File: config.mk
export PLATFORM = sky130hd
export DESIGN_NAME = aes_enc_arbiter
export DESIGN_NICKNAME = d
export VERILOG_FILES = /design/src/rtl/aes_enc_arbiter.sv
export SDC_FILE = /design/constraint.sdc
export NUM_CORES = 1
export LEC_CHECK = 0
export ABC_CLOCK_PERIOD_IN_PS = 19050
export BUFFER_PORTS_ARGS = -buffer_cell sky130_fd_sc_hd__buf_2
export CAP_MARGIN = 20
export CORE_AREA = 2 2 416 418
export DETAILED_ROUTE_END_ITERATION = 12
export DIE_AREA = 0 0 418 420
export MAX_ROUTING_LAYER = met4
export PLACE_DENSITY = 0.35
export SLEW_MARGIN = 20
export SYNTH_ARGS = -nofsm -noshare
export SYNTH_HDL_FRONTEND = slang
export SYNTH_SLANG_ARGS = --single-unit
File: constraint.sdc
create_clock -name CLK -period 19.05 [get_ports CLK]
set_input_delay 2.8575 -clock CLK [delete_from_list [all_inputs] [get_ports CLK]]
set_output_delay 2.8575 -clock CLK [all_outputs]
set_load 0.005 [all_outputs]
File: src/rtl/aes_enc_arbiter.sv
// Round-robin two-port sequencer in front of one shared AES-128 core.
// Define AES_ARB_KEYCACHE_EN to add the single-entry key cache.
module aes_enc_arbiter #(
    parameter int CNT_W = 16
) (
    input  logic             CLK,
    input  logic             RST,
    input  logic [1:0]       req_valid,
    output logic [1:0]       req_ready,
    input  logic [127:0]     req_key0,
    input  logic [127:0]     req_key1,
    input  logic [127:0]     req_din0,
    input  logic [127:0]     req_din1,
    output logic             rsp_valid,
    input  logic             rsp_ready,
    output logic             rsp_id,
    output logic [127:0]     rsp_dout,
    output logic [127:0]     core_kin,
    output logic [127:0]     core_din,
    output logic             core_krdy,
    output logic             core_drdy,
    output logic             core_en,
    output logic             core_rstn,
    input  logic [127:0]     core_dout,
    input  logic             core_bsy,
    input  logic             core_dvld,
    output logic [CNT_W-1:0] done_cnt
);

    typedef enum logic [2:0] {
        S_IDLE,
        S_KEY,
        S_DATA,
        S_WAIT,
        S_RESP
    } state_t;

    state_t           r_state;
    state_t           w_next;
    logic             r_ptr;
    logic             r_id;
    logic [127:0]     r_kin;
    logic [127:0]     r_din;
    logic [127:0]     r_dout;
    logic [CNT_W-1:0] r_cnt;

    logic             w_gnt_id;
    logic [127:0]     w_sel_key;
    logic [127:0]     w_sel_din;
    logic             w_hit;
    logic             w_accept;
    logic             w_done;

    // Both pending: pointer decides; otherwise the lone requester wins
    always_comb begin
        if (req_valid == 2'b11)
            w_gnt_id = r_ptr;
        else
            w_gnt_id = req_valid[1];
    end

    assign w_sel_key = w_gnt_id ? req_key1 : req_key0;
    assign w_sel_din = w_gnt_id ? req_din1 : req_din0;

`ifdef AES_ARB_KEYCACHE_EN
    logic [127:0] r_ckey;
    logic         r_cvld;

    always_ff @(posedge CLK or posedge RST) begin
        if (RST) begin
            r_ckey <= '0;
            r_cvld <= 1'b0;
        end else if (r_state == S_KEY) begin
            r_ckey <= r_kin;
            r_cvld <= 1'b1;
        end
    end

    assign w_hit = r_cvld && (r_ckey == w_sel_key);
`else
    assign w_hit = 1'b0;
`endif

    always_ff @(posedge CLK or posedge RST) begin
        if (RST)
            r_state <= S_IDLE;
        else
            r_state <= w_next;
    end

    always_comb begin
        w_next    = r_state;
        req_ready = 2'b00;
        core_krdy = 1'b0;
        core_drdy = 1'b0;
        w_accept  = 1'b0;
        w_done    = 1'b0;
        unique case (r_state)
            S_IDLE: begin
                if (|req_valid) begin
                    req_ready[w_gnt_id] = 1'b1;
                    w_accept            = 1'b1;
                    w_next              = w_hit ? S_DATA : S_KEY;
                end
            end
            S_KEY: begin
                core_krdy = 1'b1;
                w_next    = S_DATA;
            end
            S_DATA: begin
                core_drdy = 1'b1;
                w_next    = S_WAIT;
            end
            S_WAIT: begin
                if (!core_bsy && core_dvld) begin
                    w_done = 1'b1;
                    w_next = S_RESP;
                end
            end
            S_RESP: begin
                if (rsp_ready)
                    w_next = S_IDLE;
            end
            default: w_next = S_IDLE;
        endcase
    end

    always_ff @(posedge CLK or posedge RST) begin
        if (RST) begin
            r_ptr <= 1'b0;
            r_id  <= 1'b0;
            r_kin <= '0;
            r_din <= '0;
        end else if (w_accept) begin
            r_ptr <= ~w_gnt_id;
            r_id  <= w_gnt_id;
            r_kin <= w_sel_key;
            r_din <= w_sel_din;
        end
    end

    always_ff @(posedge CLK or posedge RST) begin
        if (RST) begin
            r_dout <= '0;
            r_cnt  <= '0;
        end else if (w_done) begin
            r_dout <= core_dout;
            r_cnt  <= r_cnt + {{(CNT_W-1){1'b0}}, 1'b1};
        end
    end

    assign rsp_valid = (r_state == S_RESP);
    assign rsp_id    = r_id;
    assign rsp_dout  = r_dout;
    assign core_kin  = r_kin;
    assign core_din  = r_din;
    assign core_en   = 1'b1;
    assign core_rstn = ~RST;
    assign done_cnt  = r_cnt;

endmodule

# ---- Word-level counts from Yosys, hierarchy flattened
# Cells that the tools add are included.
dict set report word_totals {
  regBits 405
  latchBits 0
  mem_bits_rw 0
  romBits 0
  inputBits 647
  output_inout_bits 408
  mem_count 0
}
dict set report op_classes {
  n_addsub 1
  mul 0
  div_mod_pow 0
  n_lt_le_gt_ge 2
  eq_ne 8
  n_shift 0
  muxes 17
  bitwise_logic 2
  n_reduce_logical 6
}
# cell n
set ops {}
lappend ops {{$mux W128} 2}
lappend ops {{$add A16 B1 Y16 const B} 1}
lappend ops {{$pmux W3 S5} 1}
lappend ops {{$mux W3} 3}
lappend ops {{$mux W1} 8}
lappend ops {{$eq A3 B2 Y1 const B} 2}
lappend ops {{$mux W2} 2}
lappend ops {{$ne A2 B2 Y1 const B} 2}
lappend ops {{$eq A3 B1 Y1 const B} 1}
lappend ops {{$eq A3 B3 Y1 const B} 1}
lappend ops {{$logic_not A3 Y1} 1}
lappend ops {{$reduce_and A3 Y1} 1}
lappend ops {{$eq A2 B2 Y1 const B} 1}
lappend ops {{$logic_and A1 B1 Y1} 2}
lappend ops {{$lt A1 B2 Y1 const B} 1}
lappend ops {{$ne A2 B1 Y1 const B} 1}
lappend ops {{$not A1 Y1} 2}
lappend ops {{$reduce_or A2 Y1} 1}
lappend ops {{$demux W1 S1} 1}
lappend ops {{$ge A1 B1 Y1 const B} 1}
lappend ops {{$logic_not A1 Y1} 1}

# ---- Logic depth before layout (Yosys ltp)
# Gate-level depths: netlist of the first run.
dict set report depth {
  word_depth 8
  mapped_depth 8
  depth_no_buf 5
}

# ---- Least setup slack after synthesis of the first run
# OpenSTA, ideal clock, no wires.
dict set report synth_path {
  kind {input port to output port}
  startpoint {input RST}
  endpoint {output core_rstn}
  t_arrival_ns 11.189
  required_time_ns 16.192
  setup_slack_ns 5.004
  stages 1
  path_cell_list {inv_1}
}
dict set report synth_via {
  elab_chain_cells 1
}
# item line
set synth_rtl {}
lappend synth_rtl {{start: declaration} 7} ;# input logic RST,
lappend synth_rtl {{$not A1 Y1} 158} ;# assign core_rstn = ~RST;
lappend synth_rtl {{end: declaration} 23} ;# output logic core_rstn,
# Every way passes these cells.

# ---- Worst setup path in the final report of the first run
dict set report layout_path {
  startpoint {input req_valid[1]}
  endpoint {output req_ready[1]}
}
dict set report layout_via {
  elab_chain_cells 8
}
# item line
set layout_rtl {}
lappend layout_rtl {{start: declaration} 8} ;# input logic [1:0] req_valid,
lappend layout_rtl {{$eq A2 B2 Y1} 56} ;# if (req_valid == 2'b11)
lappend layout_rtl {{$mux W1} 56}
lappend layout_rtl {{$lt A1 B2 Y1 (not written as such) / $ge A1 B1 Y1 (equally long branches)} 101} ;# req_ready[w_gnt_id] = 1'b1;
lappend layout_rtl {{$logic_and A1 B1 Y1 (not written as such)} 101}
lappend layout_rtl {{$mux W1 (not written as such)} 101}
lappend layout_rtl {{$demux W1 S1} 101}
lappend layout_rtl {{$mux W2 *} 100} ;# if (|req_valid) begin
lappend layout_rtl {{$mux W2 *} 98} ;# unique case (r_state)
lappend layout_rtl {{end: declaration} 9} ;# output logic [1:0] req_ready,
# Mark *: on every way between the ends. The rest lies on a longest branch, timed or not.

==> flow_summary.ini, run 1 <==
[setup_path]
cp_max_fo = 43
r2r_slack_ps = 14280
path_class = in -> out
reg2reg_to = core_kin[32]$_DFFE_PP0P_
required_ps = 16190
r2r_cells = 6
crit-reg2reg-launch = r_state[2]$_DFFE_PP0P_
endpoint = req_ready[1]
crit_start = req_valid[1]
critPathCaptureType = primary output
arrival_ps = 4080
worst_setup_path_start_kind = input port

[synthesis]
yosys_warnings = 0
synth_top_area_share_pct = 57.8
synth.distinct_cells = 34
synth.area.top_cells = dfrtp_1 58%, mux2i_1 15%, mux2_2 8.3%
synthesis.nets = 2121
synth_top_cell_by_area = dfrtp_1
syn_area_sq_um = 17500
seq_area_frac_synth_pct = 57.8
syn_inst = 1473
synth_seq_cells = 405
syn_avg_cell_area_sq_um = 11.9

[sta]
tightest_slew_ps = 984
rsz0062_at_grt = no
skew_ps = 21.1
period_minus_slack_ps = 6940
fin_crit_sh_pct = 36.4
setup_violations = 0
max_freq_mhz = 144
maxSlewHeadroom_pct = 34.4
hold_viol = 0
fin_tns_setup_ps = 0
drv_slew = 0

[clocking]
cts_resized = 0
cts_hold_buf = 0
root_buffer = clkbuf_16
cts_inserted_buffers = 56
insertion_delay_ps = 650
cts_tree = done
clock_sinks = 405
cts.reportedPaths.clkPinSlew_ps = 60
post_cts_buffers = 0
h-tree-depth = 2
max-clock-path-buffers = 3

[routing]
antenna_left = 0
drc = 0
wirelength_um = 108000
first_pass_iters = 4
drt-initial-drc-count = 738
vias_per_cell = 3.24
routedWlPerCell_um = 22.6
vias = 15600

[grt]
grt_pass1_wl_um = 141000
grt_use_total_pct = 12.2
grt_pass1_vias = 15600
grt_max_degree = 109
antenna_found_initial = 85
overflow = 0

[place]
place_area_sq_um = 25100
gp_congestion = 0.895
port_buffers = 1053
dp_hpwl_um = 91900

[floorplanning]
die_area_sq_um = 176000
rows = 152
start_util_pct = 10.3
die-width_um = 418
io_pins = 1055
die_y_um = 420
core_area_sq_um = 171000

[hold_path]
hold_class = reg -> reg

[layout]
final_common_cell = buf_2
syn_to_final_growth_pct = 54.3
drive_above_1_share_pct = 51.4
layout_common_cells = 1053 x buf_2, 405 x dfrtp_1, 267 x nand2_1, 256 x mux2i_1, 252 x o21ai_1
fin_area_sq_um = 27100
nNetsFinal = 3149

[pwr]
vdd_drop_max_mv = 0.0622
p_leak_nw = 13.7
power_density_nw_per_um2 = 150

[outcome]
outcome = complete, no violations

[job]
cap_viol_max_count = 0
## state kept, by name, summed over array words and instances (netlist names)
name and count:
core_din 128, rsp_id 1, rsp_dout 128, r_state 3, r_ptr 1, done_cnt 16, core_kin 128
## report_power, final
| group | internal [mW] | switching (mW) |
|---|---|---|
| Clock | 0.653 | 0.443 |
| Combinational | 0.633 | 0.774 |
| Sequential | 1.27 | 0.293 |
## how the worst min path moves through the flow
stage,cells past startpoint,to,slack (ps),from
floorplan,2,r_ptr$_DFFE_PP0P_,460,r_ptr$_DFFE_PP0P_
global placement,2,core_din[17]$_DFFE_PP0P_,460,core_din[17]$_DFFE_PP0P_
detailed placement,2,core_din[17]$_DFFE_PP0P_,460,core_din[17]$_DFFE_PP0P_
CTS,2,core_din[17]$_DFFE_PP0P_,480,core_din[17]$_DFFE_PP0P_
global route,2,core_din[81]$_DFFE_PP0P_,500,core_din[81]$_DFFE_PP0P_
finish,1,done_cnt[15]$_DFFE_PP0P_,470,done_cnt[15]$_DFFE_PP0P_
## cell families (layout without fill, tap and decap cells)
kind of cell | Yosys count | count (layout) | synth area share (%)
xor+xnor | 15 | 15 | 0.749
buf+inv | 106 | 1179 | 4.09
mux | 385 | 385 | 22.9
simple gates | 300 | 300 | 6.90
flops | 405 | 405 | 57.8
fa+ha+maj | 1 | 1 | 0.0713
other cells | 1 | 27 | 0.0214
compound gates | 260 | 260 | 7.52
## cells in the mapped netlist (all sizes together)
master / n
a21o: 1
a21oi: 1
and2: 1
buf: 76
clkbuf: 26
conb: 1
dfrtp: 405
ha: 1
inv: 4
mux2: 129
mux2i: 256
nand2: 267
nand2b: 1
nand3: 4
nand3b: 1
nand4: 3
nand4b: 2
nor2: 12
nor2b: 1
nor3: 2
nor3b: 2
nor4: 3
o21ai: 257
o22ai: 1
or4: 1
xnor2: 12
xor2: 3
## critical path, cell delays in order
cell and delay (ps):
buf_2 110, nor2_1 70, or4_4 660, nor2_4 220, buf_2 140
## through the flow
step	power, mW	cells	setup slack [ps]	hold slack, ps	utilization (%)
floorplan	2.14	1473	4890	461	-
global placement	3.02	4676	11870	460	14.7
detailed placement	3.03	4676	11840	465	14.7
CTS	4.17	4779	12090	479	15.8
global route	4.36	4802	12010	500	15.8
finish	4.07	4805	12110	470	15.8
## metal layers
| metal | vias to the layer above | part of all wire, % | global-route usage [%] |
|---|---|---|---|
| li1 | 7220 | - | - |
| met1 | 7548 | 41 | 14.4 |
| met2 | 644 | 49 | 20.0 |
| met3 | 151 | 8.1 | 3.90 |
| met4 | 0 | 2.1 | 2.88 |
| met5 | - | 0 | - |
## cell type report
type / instances / area, sq um
Fill cell: 19400 / 144000
Multi-Input combinational cell: 962 / 6720
Tap cell: 2233 / 2790
Clock inverter: 22 / 231
Clock buffer: 81 / 1690
Timing Repair Buffer: 1072 / 5430
Inverter: 4 / 22.5
Sequential cell: 405 / 10100
Antenna cell: 26 / 65.1
Power figures use the tool's default switching activity.
==> run 2, diff against run 1 <==
- ABC_CLOCK_PERIOD_IN_PS: 19050 -> 7110
- clock period: 19.05 -> 7.11 ns (I/O delays scaled with it)
==> run 2 against run 1 <==
Power grew to 2.7 times the previous value. Critical endpoint unchanged. Flip-flop and latch count unchanged. Combinational power increased to 2.7 times the previous value. Critical path type unchanged.
==> flow_summary.ini, run 2 (synthesis gave the netlist of run 1 again) <==
[routing]
wirelength_um = 112000
vias_per_cell = 3.23
vias = 15500
antenna_left = 0
routedWlPerCell_um = 23.3
first_pass_iters = 5
drt-initial-drc-count = 696
drc = 0

[floorplanning]
die_y_um = 420
io_pins = 1055
start_util_pct = 10.3
core_area_sq_um = 171000
rows = 152
die-width_um = 418
die_area_sq_um = 176000

[setup_path]
worst_setup_path_start_kind = input port
arrival_ps = 2510
r2r_slack_ps = 4330
reg2reg_to = core_kin[50]$_DFFE_PP0P_
required_ps = 6040
critPathCaptureType = primary output
crit-reg2reg-launch = r_state[2]$_DFFE_PP0P_
cp_max_fo = 52
path_class = in -> out
r2r_cells = 6

[job]
cap_viol_max_count = 0

[layout]
area.sequential_sq_um = 10100
n_fill_cell = 19300
final_common_cell = buf_2
nNetsFinal = 3147
multi_input_area_sq_um = 6720
post-route-util_pct = 15.9
layout_common_cells = 1053 x buf_2, 405 x dfrtp_1, 267 x nand2_1, 256 x mux2i_1, 252 x o21ai_1
drive_above_1_share_pct = 51.0
syn_to_final_growth_pct = 54.8

[sta]
maxSlewHeadroom_pct = 29.3
max_freq_mhz = 280
period_minus_slack_ps = 3570
timing.final.ws_setup_ps = 3540
fin_tns_setup_ps = 0
drv_slew = 0
tightest_slew_ps = 1060
hold_viol = 0
rsz0062_at_grt = no
skew_ps = 22.4
fin_crit_sh_pct = 50.3
setup_violations = 0

[hold_path]
hold_class = reg -> reg
min_path_cells = 2
hp-start = core_din[16]$_DFFE_PP0P_
min_to = core_din[16]$_DFFE_PP0P_

[grt]
grt_use_total_pct = 12.5
antenna_found_initial = 80
grt_pass1_vias = 15400
grt_max_degree = 189
overflow = 0
grt_pass1_wl_um = 143000

[clocking]
insertion_delay_ps = 650
root_buffer = clkbuf_16
cts_resized = 0
cts_hold_buf = 0
post_cts_buffers = 0
h-tree-depth = 2
max-clock-path-buffers = 3
cts.reportedPaths.clkPinSlew_ps = 50
cts_tree = done
clock_sinks = 405
cts_inserted_buffers = 56

[place]
gp_congestion = 0.905
port_buffers = 1053
dp_hpwl_um = 93300
pre_cts_slack_ps = 3530

[outcome]
outcome = complete, no violations

[pwr]
vdd_drop_max_mv = 0.187
p_leak_nw = 13.7
power_density_nw_per_um2 = 404
total_power_mw = 11.0
==> run 2: cell types whose count changed in the layout (fill, tap and decap cells not counted), sizes merged <==
| cell | delta |
|---|---|
| bufinv | +3 |
| clkinv | -6 |
| clkinvlp | +1 |
| buf | -2 |
| diode | -2 |
| inv | -3 |
==> run 2: worst max-delay path by stage <==
stage                     slack [ps]      endpoint                   start
after floorplan                  120     core_rstn                     RST
after global placement          3550  req_ready[1]            req_valid[1]
after detailed placement        3530  req_ready[1]            req_valid[1]
after CTS                       3520  req_ready[1]  r_state[2]$_DFFE_PP0P_
after global routing            3470  req_ready[1]  r_state[2]$_DFFE_PP0P_
final                           3540  req_ready[1]            req_valid[1]
==> run 2: worst max-delay path, stage by stage <==
cell	delay, ps
buf_2	210
nor2_1	120
or4_4	690
nor2_4	230
buf_2	140
==> run 2: final cells by class <==
class	count	share of cell area (%)
timing repair buffer	1070	20.3
antenna	24	0.221
multi-input combinational	962	24.7
clock inverter	17	1.05
sequential	405	37.3
inverter	4	0.0691
tap	2233	10.3
clock buffer	81	6.03
==> run 2: layer usage <==
metal | track usage [%] | vias up | share of wire [%]
met1 | 15.2 | 7560 | 42
met5 | - | - | 0
met3 | 3.94 | 168 | 7.6
met2 | 20.1 | 584 | 48
li1 | - | 7200 | -
met4 | 2.40 | 0 | 1.9
==> run 2: report_power, final <==
group | switching, mW | leakage [nW] | internal [mW]
Combinational | 2.15 | 7.84 | 1.71
Clock | 1.19 | 0.935 | 1.81
Sequential | 0.715 | 4.96 | 3.40
==> run 2: stage by stage <==
stage / cells / cell area, sq um / hold slack, ps
global placement: 4674 / 25200 / 458
global route: 4793 / 27100 / 494
floorplan: 1473 / 17500 / 461
CTS: 4772 / 27100 / 444
detailed placement: 4674 / 25200 / 467
finish: 4796 / 27200 / 474
